### config.mk
export PLATFORM = sky130hd
export DESIGN_NAME = wb_merge_stage
export DESIGN_NICKNAME = d
export VERILOG_FILES = /design/src/rtl/wb_merge_stage.sv
export SDC_FILE = /design/constraint.sdc
export NUM_CORES = 1
export LEC_CHECK = 0
export CORE_MARGIN = 3
export CORE_UTILIZATION = 48
export DETAILED_ROUTE_END_ITERATION = 6
export PLACE_DENSITY = 0.78
export SYNTH_ARGS = -nofsm -noshare
export SYNTH_HDL_FRONTEND = slang
export SYNTH_SLANG_ARGS = --single-unit
### constraint.sdc
create_clock -name clk -period 2.3 [get_ports clk]
set_input_delay 0.345 -clock clk [delete_from_list [all_inputs] [get_ports clk]]
set_output_delay 0.345 -clock clk [all_outputs]
set_load 0.1 [all_outputs]
### src/rtl/wb_merge_stage.sv
// wb_merge_stage: merges 1-cycle ALU results and FIFO-buffered load responses onto one register-file write port.
// Latency: ALU accepted in cycle N -> write in N+1; load pushed into an idle, empty FIFO -> write in N+2.
// Backpressure: mem_ready drops only when the FIFO is full; a full FIFO drains first and holds off the ALU (alu_ready=0).
//
// Ports:
//   clk, rst                           clock (rising edge), synchronous active-high reset
//   alu_valid/alu_ready/alu_addr/alu_data  ALU result handshake (alu_ready is combinational)
//   mem_valid/mem_ready/mem_addr/mem_data  load response handshake into the FIFO (mem_ready is combinational)
//   we, wr_addr, wr_data               registered register-file write port
//   drop                               registered one-cycle pulse: selected write targeted an unimplemented register
//   fifo_count                         registered load FIFO occupancy

// wb_fifo: generic single-clock FIFO with registered occupancy count.
// Latency: an entry pushed in cycle N is visible at the head in cycle N+1 (no bypass).
// Backpressure: none internally; the caller must not push when count == DEPTH or pop when empty.
module wb_fifo #(
   parameter int WIDTH = 8,
   parameter int DEPTH = 4
) (
   input  logic                       clk,
   input  logic                       rst,
   input  logic                       push,
   input  logic [WIDTH-1:0]           push_data,
   input  logic                       pop,
   output logic [WIDTH-1:0]           pop_data,
   output logic [$clog2(DEPTH):0]     count
);
   localparam int PW = $clog2(DEPTH);

   logic [WIDTH-1:0] mem [DEPTH];
   logic [PW-1:0]    wptr;
   logic [PW-1:0]    rptr;

   // Pointers are exactly log2(DEPTH) bits, so they wrap modulo DEPTH for free.
   always_ff @(posedge clk) begin
      if (rst) begin
         wptr  <= '0;
         rptr  <= '0;
         count <= '0;
      end else begin
         if (push) wptr <= wptr + 1'b1;
         if (pop)  rptr <= rptr + 1'b1;
         case ({push, pop})
            2'b10:   count <= count + 1'b1;
            2'b01:   count <= count - 1'b1;
            default: count <= count;
         endcase
      end
   end

   // Storage carries no reset; validity is tracked entirely by the pointers.
   always_ff @(posedge clk) begin
      if (push) mem[wptr] <= push_data;
   end

   assign pop_data = mem[rptr];
endmodule

module wb_merge_stage #(
   parameter int WIDTH    = 32,
   parameter int DEPTH    = 4,
   parameter int NUM_REGS = 8
) (
   input  logic                    clk,
   input  logic                    rst,
   input  logic                    alu_valid,
   output logic                    alu_ready,
   input  logic [3:0]              alu_addr,
   input  logic [WIDTH-1:0]        alu_data,
   input  logic                    mem_valid,
   output logic                    mem_ready,
   input  logic [3:0]              mem_addr,
   input  logic [WIDTH-1:0]        mem_data,
   output logic                    we,
   output logic [3:0]              wr_addr,
   output logic [WIDTH-1:0]        wr_data,
   output logic                    drop,
   output logic [$clog2(DEPTH):0]  fifo_count
);
   localparam int CW = $clog2(DEPTH) + 1;

   typedef struct packed {
      logic [3:0]       addr;
      logic [WIDTH-1:0] data;
   } result_t;

   result_t push_ent;
   result_t head;
   result_t sel;
   logic    full;
   logic    nonempty;
   logic    push;
   logic    pop;
   logic    sel_any;
   logic    in_range;

   wb_fifo #(
      .WIDTH ($bits(result_t)),
      .DEPTH (DEPTH)
   ) u_fifo (
      .clk       (clk),
      .rst       (rst),
      .push      (push),
      .push_data (push_ent),
      .pop       (pop),
      .pop_data  (head),
      .count     (fifo_count)
   );

   // Arbitration: a full FIFO always wins so loads can never deadlock behind
   // a continuous ALU stream; otherwise the ALU has priority over buffered loads.
   always_comb begin
      full      = (fifo_count == CW'(DEPTH));
      nonempty  = (fifo_count != '0);
      alu_ready = !full;
      // Readiness ignores a same-cycle pop: no full pass-through.
      mem_ready = !full;
      push      = mem_valid && mem_ready;
      push_ent  = '{addr: mem_addr, data: mem_data};
      pop       = full || (!alu_valid && nonempty);
      sel_any   = pop || alu_valid;
      sel       = pop ? head : '{addr: alu_addr, data: alu_data};
      in_range  = 32'(sel.addr) < NUM_REGS;
   end

   // Out-of-range writes still load wr_addr/wr_data so the dropped target is visible.
   always_ff @(posedge clk) begin
      if (rst) begin
         we      <= 1'b0;
         drop    <= 1'b0;
         wr_addr <= '0;
         wr_data <= '0;
      end else if (sel_any) begin
         we      <= in_range;
         drop    <= !in_range;
         wr_addr <= sel.addr;
         wr_data <= sel.data;
      end else begin
         we      <= 1'b0;
         drop    <= 1'b0;
      end
   end
endmodule

==> results of run 1 <==
## cell families after synthesis
| family | Yosys count |
|---|---|
| simple gates | 57 |
| mux | 71 |
| buf+inv | 40 |
| compound gates | 51 |
| flops | 191 |
| fa+ha+maj | 6 |
| xor+xnor | 2 |
## flip-flops by register name, indices dropped and copies added (netlist names), named ones only
register      flops
u_fifo.rptr       2
wr_addr           4
we                1
u_fifo.mem      144
drop              1
u_fifo.wptr       2
u_fifo.count      3
wr_data          32
## critical path, delay by kind of cell (launching register included)
kind	cells	cell delay [ns]
XOR/XNOR	1	0.15
buffers and inverters	2	0.12
AND/OR/NAND/NOR	2	0.60
adder cells (fa/ha/maj)	2	0.46
AO/OA/AOI/OAI	2	0.35
flip-flops	1	0.37
## report_power, final
part | internal (W) | switching [W]
Clock | 0.00144 | 0.00114
Sequential | 0.00434 | 0.000294
Combinational | 0.00161 | 0.00411
Total | 0.00739 | 0.00555
## stage by stage
stage               worst slack (ns)  setup TNS (ns)   util  instance area [µm²]  std cells
CTS                            0.163               0  0.625                 9260        734
floorplan                    -0.0549         -0.0549      -                 7470        418
detailed placement             0.178               0  0.590                 8740        702
global route                  0.0876               0  0.625                 9260        734
finish                         0.168               0  0.625                 9260        734
global placement               0.245               0  0.590                 8740        702
## worst paths after layout
check / endpoint / slack [ns] / startpoint / cells after the start
setup / recovery: u_fifo.count[2] / 0.17 / u_fifo.count[0] / 9
hold / removal: u_fifo.count[0] / 0.33 / rst / 2
setup reg to reg: u_fifo.count[2] / 0.17 / u_fifo.count[0] / 9
hold reg to reg: wr_addr[3] / 0.49 / wr_addr[3] / 2
## metal layers
metal,part of all wire,track usage,vias up
li1,-,-,1924
met1,0.39,0.215,2059
met2,0.53,0.305,140
met3,0.058,0.0446,29
met4,0.021,0.0721,0
met5,0,0,-
## area by class of cell
type	count	area, µm²
fillers	1062	5550
flip-flops and latches	191	5280
multi-input cells	187	1980
repair buffers	132	1220
clock buffers	26	479
well taps	184	230
clock inverters	6	38.8
inverters	8	30.0
## synth_stat cells (2+ instances only)
| cell type | n |
|---|---|
| or4_1 | 2 |
| or3_1 | 2 |
| a21oi_1 | 7 |
| buf_2 | 8 |
| a211oi_2 | 2 |
| nand2_1 | 3 |
| dfxtp_1 | 47 |
| xor2_1 | 2 |
| clkbuf_1 | 15 |
| nand3_1 | 2 |
| a211oi_1 | 33 |
| mux4_2 | 34 |
| mux2i_1 | 35 |
| a21o_1 | 2 |
| ha_1 | 5 |
| buf_4 | 4 |
| o21ai_0 | 2 |
| inv_1 | 7 |
| nor2_1 | 4 |
| edfxtp_1 | 144 |
| and3_1 | 4 |
| mux4_1 | 2 |
| buf_6 | 3 |
| nor3_1 | 37 |
==> results_dict.tcl, run 1 <==
set metrics [dict create \
    hold_viol_final 0 \
    drv_cap 0 \
    drtAntennaViolNets 0 \
    coreArea_mm2 0.0148 \
    outcome "complete, no violations" \
    place.gp.congestion 0.765 \
    first_iter_violations 246 \
    overflow 0 \
    antenna_cells 0 \
    antenna_found_initial 0 \
    hpwl_um 9210 \
    worst_pin_slew_ns 0.651 \
    avgSynthCellArea_um2 17.7 \
    synthMuxAreaShare 0.158 \
    yosys.area_share.simple 0.0404 \
    rsz0062_at_grt "no" \
    slew_headroom 0.566 \
    synth_seq_cells 191 \
    cts_buffer_depth 2 \
    post-route-period-util 0.927 \
    async_reset_ff_frac 0 \
    clock_sinks 191 \
    dr.pass1.iters 4 \
    nets 619 \
    fp.dieH_um 130 \
    synth_edf_count 144 \
    clock_skew_ns 0.00513 \
    peakVddDrop_mv 0.892 \
    ys.flop_type "edfxtp_1" \
    grt_pass1_vias 4370 \
    place.port_buffers 118 \
    vias_per_cell 5.66 \
    clkLatencyLatePin_ns 0.42 \
    wl_per_cell_um 20.1 \
    synthAdderAreaFrac 0.0112 \
    ys_seq_area_frac 0.711 \
    syn_to_final_growth_pct 25.0 \
    fp-row-count 44 \
    ys_warn_count 0 \
    drv_slew 0 \
    p_per_area_mw_per_mm2 1400 \
    grt_max_degree 43 \
    io_pins 119 \
    drt_wl_total_um 14700 \
    crit_fanout 6 \
    netlist-cell-type-count 36 \
    fin_crit_ns 2.13 \
    crit_chain "o21a_2 -> or2_2 -> inv_2 -> ha_4 -> inv_2 -> fa_2 -> xor2_1 -> or3_1 -> a21oi_1" \
    die-width_um 130 \
    grt.total_usage 0.177 \
    synth-xor-area-share 0.00237 \
    synthesis.area_mm2 0.00741 \
    vias 4152 \
    holdWs_ns 0.332 \
    cts_buffers 17 \
    start_kind "flip-flop" \
    synth_top_area_share 0.584 \
    cts_resized 0 \
    cts_setup_buffers 0 \
    final_common_cell "edfxtp_1" \
    critical-path-max-stage-delay_ns 0.37 \
    synth_fp_nets 500 \
    hold_buffers 0 \
    synth_area_leader_cell "edfxtp_1" \
    layout_common_cells "edfxtp_1, clkdlybuf4s50_1, buf_4" \
    worstPathArrival_ns 2.48 \
    hold_path_class "input port to flip-flop" \
    start_util 0.500 \
    synthCells 418 \
    cp-end-kind "flip-flop" \
    crit_path_top_delay_cell "dfxtp_4" \
    power_w 0.0129 \
    cts.clk_slew.worst_paths_ns 0.06 \
    synthTopCellsByArea "edfxtp_1, dfxtp_1, mux4_2, mux2i_1, a211oi_1" \
    fmax_ghz 0.469 \
    grt_first_pass_wirelength_um 22400 \
    cts_max_level 4 \
    drive_above_1_share 0.251 \
    clockRootBuffer "clkbuf_16" \
    required_ns 2.64 \
    cts_tree "done" \
    leakage_nw 3.21 \
    synth_top_family_by_area "multiplexers" \
    synth_compound_area_frac 0.0505 \
    die_area_mm2 0.0170 \
    drc 0 \
    finalSetupViolations 0 \
    crit_top_cell "inv_2" \
    path_class "flip-flop to flip-flop" \
]
Power figures use the tool's default switching activity.
==> run 2, diff against run 1 <==
--- a/config.mk
+++ b/config.mk
@@ -8,7 +8,8 @@
 export CORE_MARGIN = 3
 export CORE_UTILIZATION = 48
 export DETAILED_ROUTE_END_ITERATION = 6
-export PLACE_DENSITY = 0.78
+export PLACE_DENSITY = 0.77
 export SYNTH_ARGS = -nofsm -noshare
 export SYNTH_HDL_FRONTEND = slang
+export SYNTH_HIERARCHICAL = 1
 export SYNTH_SLANG_ARGS = --single-unit
==> results_dict.tcl, run 2 <==
set metrics [dict create \
    crit_fanout 17 \
    wl_per_cell_um 20.1 \
    synthTopCellsByArea "edfxtp_1, dfxtp_1, mux4_2, mux2i_1, a211oi_2" \
    place.gp.congestion 0.711 \
    p_per_area_mw_per_mm2 1260 \
    overflow 0 \
    fin_crit_ns 2.10 \
    rr_endpoint "u_fifo/count[1]" \
    final_common_cell "edfxtp_1" \
    cts_tree "done" \
    top_register "u_fifo/mem" \
    largestRegisters "u_fifo/mem (144), wr_data (32), wr_addr (4)" \
    dr.pass1.iters 4 \
    drv_slew 0 \
    hold_buffers 0 \
    hold_viol_final 0 \
    drt_wl_total_um 15000 \
    crit_start "u_fifo/count[0]" \
    vias_per_cell 5.36 \
    die-width_um 131 \
    fillers 1096 \
    cts_setup_buffers 0 \
    synthCells 406 \
    synthTopCellsByCount "edfxtp_1, dfxtp_1, mux2i_1, a21oi_1, mux4_2" \
    synthAdderAreaFrac 0.0110 \
    drtAntennaViolNets 0 \
    holdWs_ns 0.338 \
    avgSynthCellArea_um2 18.5 \
    ys.flop_type "edfxtp_1" \
    antenna_found_initial 0 \
    layout_common_cells "edfxtp_1, clkdlybuf4s50_1, buf_4" \
    power_w 0.0118 \
    start_util 0.492 \
    dpl-instance-area_mm2 0.00881 \
    cts_resized 0 \
    hpwl_um 9450 \
    place.port_buffers 118 \
    clock_skew_ns 0.00771 \
    grt_pass1_vias 4077 \
    syn_to_final_growth_pct 25.4 \
    cts.clk_slew.worst_paths_ns 0.07 \
    crit_end "mem_ready" \
    met2_length_um 7510 \
    drv_cap 0 \
    reg2reg_slack_ns 0.24 \
    worstPathArrival_ns 1.76 \
    io_pins 119 \
    peakVddDrop_mv 0.707 \
    clockRootBuffer "clkbuf_16" \
    slew_headroom 0.326 \
    timing.rr.start "u_fifo/count[0]" \
    die_area_mm2 0.0172 \
    worst_pin_slew_ns 1.01 \
    synthMuxAreaShare 0.162 \
    synth_edf_count 144 \
    outcome "complete, no violations" \
    post-route-period-util 0.914 \
    synth_top_area_share 0.576 \
    largest_reg_flops 144 \
    drive_above_1_share 0.285 \
    grt_max_degree 39 \
    vias 4006 \
    rr_worst_depth 7 \
    synthesis.area_mm2 0.00751 \
    netlist-cell-type-count 32 \
    synth_seq_cells 191 \
    cp-end-kind "primary output" \
    start_kind "flip-flop" \
    wl_met3_um 936 \
    synth-xor-area-share 0.00583 \
    final_util 0.617 \
    leakage_nw 3.27 \
    clkLatencyLatePin_ns 0.42 \
    synth_fp_nets 488 \
    coreArea_mm2 0.0153 \
    cts_buffer_depth 2 \
    first_iter_violations 318 \
    finalInstanceArea_mm2 0.00942 \
    synth_top_family_by_area "multiplexers" \
    grt.total_usage 0.182 \
    yosysMostFrequentCell "edfxtp_1" \
    cts_buffers 17 \
    yosys.area_share.simple 0.0145 \
    fmax_ghz 0.476 \
    met1Wirelength_um 6390 \
    fp.dieH_um 131 \
    clock_sinks 191 \
    dp.cells 715 \
    hold_path_class "input port to flip-flop" \
    ys_seq_area_frac 0.701 \
    required_ns 1.96 \
    path_class "flip-flop to primary output" \
    ys_warn_count 6 \
    synth_compound_area_frac 0.0768 \
    nets 605 \
    cts_max_level 4 \
    antenna_cells 0 \
    synth_area_leader_cell "edfxtp_1" \
    highest_layer "met4" \
    async_reset_ff_frac 0 \
    instances_no_fill 747 \
    rsz0062_at_grt "no" \
    drc 0 \
    fp-row-count 45 \
    finalSetupViolations 0 \
    grt_first_pass_wirelength_um 22800 \
]
run 2: cell count changes in the layout (fill, tap and decap cells not counted), sizes merged, moves of 4 or more:
cell	previous run	this run
a21oi	7	37
and2	0	6
and3	4	0
buf	59	55
clkbuf	26	17
nor3	38	0
run 2: where the power goes:
| group | internal [W] | total, W | switching, W |
|---|---|---|---|
| Sequential | 0.00429 | 0.00454 | 0.000252 |
| Combinational | 0.00133 | 0.00431 | 0.00298 |
| Clock | 0.00172 | 0.00298 | 0.00126 |
run 2: worst min-delay path by stage:
stage	slack (ns)	depth (start not counted)	start	end
4_1_cts	0.32	2	rst	wr_data[12]
2_1_floorplan	0.44	0	mem_data[0]	u_fifo/mem[0][0]
6_report	0.34	2	rst	wr_data[12]
3_3_place_gp	0.50	2	u_fifo/count[2]	u_fifo/count[2]
3_5_place_dp	0.51	2	u_fifo/count[2]	u_fifo/count[2]
5_1_grt	0.34	2	rst	wr_data[8]
run 2: layer usage:
layer | vias up | global-route usage
li1 | 1864 | -
met2 | 125 | 0.292
met4 | 0 | 0.0520
met3 | 13 | 0.0511
met5 | - | 0
met1 | 2004 | 0.247
run 2: layout make-up:
class / instances / area (µm²) / share of cell area
Clock inverter: 15 / 186 / 0.0198
Timing Repair Buffer: 128 / 1190 / 0.126
Multi-Input combinational cell: 181 / 2060 / 0.218
Inverter: 4 / 20.0 / 0.00213
Clock buffer: 17 / 425 / 0.0452
Tap cell: 211 / 264 / 0.0280
Sequential cell: 191 / 5280 / 0.560
run 2: worst max-delay path: stages, from the launching register on:
cell     delay [ns]
dfxtp_4        0.38
or3b_2         0.52
buf_4          0.24
buf_12         0.19
run 2: cell families after synthesis:
family,Yosys count
simple gates,19
fa+ha+maj,6
mux,74
xor+xnor,5
buf+inv,34
flops,191
compound gates,77
run 2: metrics by stage:
step | worst slack [ns] | TNS (ns)
global placement | 0.0998 | 0
floorplan | -0.0957 | -0.139
global route | 0.135 | 0
CTS | 0.179 | 0
detailed placement | 0.0712 | 0
finish | 0.198 | 0
==> run 3, diff against run 2 <==
--- a/config.mk
+++ b/config.mk
@@ -7,8 +7,9 @@
 export LEC_CHECK = 0
 export CORE_MARGIN = 3
 export CORE_UTILIZATION = 48
+export CTS_CLUSTER_DIAMETER = 100
 export DETAILED_ROUTE_END_ITERATION = 6
-export PLACE_DENSITY = 0.77
+export PLACE_DENSITY_LB_ADDON = 0.05
 export SYNTH_ARGS = -nofsm -noshare
 export SYNTH_HDL_FRONTEND = slang
 export SYNTH_HIERARCHICAL = 1
==> results_dict.tcl, run 3 (synthesis gave the netlist of run 2 again) <==
set metrics [dict create \
    critical-path-max-stage-delay_ns 0.52 \
    crit_fanout 24 \
    fp-row-count 45 \
    fin_crit_ns 2.15 \
    vias_per_cell 5.31 \
    cts_buffer_depth 2 \
    clockRootBuffer "clkbuf_16" \
    die-width_um 131 \
    instances_no_fill 755 \
    worstPathArrival_ns 1.80 \
    p_int_w 0.00728 \
    cts_max_level 4 \
    cts_tree "done" \
    cp-end-kind "primary output" \
    p_seq_frac 0.385 \
    final_common_cell "edfxtp_1" \
    outcome "complete, no violations" \
    drive_above_1_share 0.289 \
    largest_reg_flops 144 \
    crit_path_top_delay_cell "or3b_2" \
    clock_sinks 191 \
    cts_buffers 17 \
    clkLatencyLatePin_ns 0.43 \
    hpwl_um 9530 \
    antenna_found_initial 0 \
    p_sw_frac 0.378 \
    coreArea_mm2 0.0153 \
    place.port_buffers 118 \
    post-route-period-util 0.933 \
    largestRegisters "u_fifo/mem (144), wr_data (32), wr_addr (4)" \
    place.gp.congestion 0.701 \
    fp.dieH_um 131 \
    cts_resized 0 \
    leakage_nw 3.31 \
    finalInstanceArea_mm2 0.00947 \
    top_register "u_fifo/mem" \
    cts.clk_slew.worst_paths_ns 0.07 \
    syn_to_final_growth_pct 26.1 \
    finalSetupViolations 0 \
    rr_worst_depth 8 \
    crit_chain "or3b_2 -> buf_4 -> buf_12" \
    overflow 0 \
    fmax_ghz 0.466 \
    io_pins 119 \
    drc 0 \
    vias 4009 \
    drv_cap 0 \
    wl_per_cell_um 19.9 \
    required_ns 1.96 \
    grt.total_usage 0.182 \
    grt_pass1_vias 4144 \
    path_class "flip-flop to primary output" \
    clock_skew_ns 0.0129 \
    holdPathStages 2 \
    register_area_mm2 0.00528 \
    hold_buffers 0 \
    drt_wl_total_um 15000 \
    antenna_cells 0 \
    worst_pin_slew_ns 0.692 \
    fillers 1126 \
    grt_first_pass_wirelength_um 23000 \
    dr.pass1.iters 4 \
    start_kind "flip-flop" \
    pwr-share-comb 0.374 \
    drv_slew 0 \
    rsz0062_at_grt "no" \
    hold_viol_final 0 \
    start_util 0.492 \
    power.switching_w 0.00443 \
    p_per_area_mw_per_mm2 1240 \
    peakVddDrop_mv 0.817 \
    grt_max_degree 39 \
    dp.cells 723 \
    hold_path_class "input port to flip-flop" \
    slew_headroom 0.539 \
    cts_setup_buffers 0 \
    first_iter_violations 225 \
    drtAntennaViolNets 0 \
    die_area_mm2 0.0172 \
    nets 613 \
    multi_input_area_mm2 0.00206 \
    p_clk_frac 0.240 \
    dpl-instance-area_mm2 0.00890 \
    layout_common_cells "edfxtp_1, clkdlybuf4s50_1, buf_4" \
]
-- run 3: worst paths after layout --
| check | from | to | slack [ns] |
|---|---|---|---|
| setup / recovery | u_fifo/count[0] | mem_ready | 0.15 |
| hold / removal | rst | u_fifo/rptr[0] | 0.36 |
| setup reg to reg | u_fifo/count[0] | u_fifo/count[2] | 0.25 |
| hold reg to reg | u_fifo/count[2] | u_fifo/count[2] | 0.53 |
-- run 3: final cells by class --
cell class,count,area share
Multi-Input combinational cell,181,0.217
Clock buffer,21,0.0475
Clock inverter,11,0.0125
Sequential cell,191,0.557
Timing Repair Buffer,136,0.136
Inverter,4,0.00211
Tap cell,211,0.0279
-- run 3: power groups by stage --
stage,Combinational (W),Sequential (W),Clock [W]
floorplan,0.00182,0.00621,0
global placement,0.00440,0.00456,0
detailed placement,0.00443,0.00459,0
CTS,0.00444,0.00452,0.00288
global route,0.00462,0.00457,0.00303
finish,0.00438,0.00452,0.00282
-- run 3: per-stage QoR --
step                TNS [ns]  hold slack [ns]   util  power [W]  worst slack (ns)
finish                     0            0.357  0.621     0.0117             0.154
global route               0            0.388  0.621     0.0122            0.0861
CTS                        0            0.358  0.621     0.0118             0.135
detailed placement         0            0.510  0.584    0.00902             0.120
global placement           0            0.502  0.584    0.00896             0.122
floorplan             -0.139            0.444      -    0.00804           -0.0957
-- run 3: per-layer routing --
metal	wire, µm	global-route usage
met4	154	0.0635
met5	0	0
met3	951	0.0365
met2	7330	0.290
met1	6560	0.254
-- run 3: critical path: cells and delay by family (launching register included) --
kind / cells / cell delay (ns)
buf+inv: 2 / 0.47
flops: 1 / 0.37
simple gates: 1 / 0.52
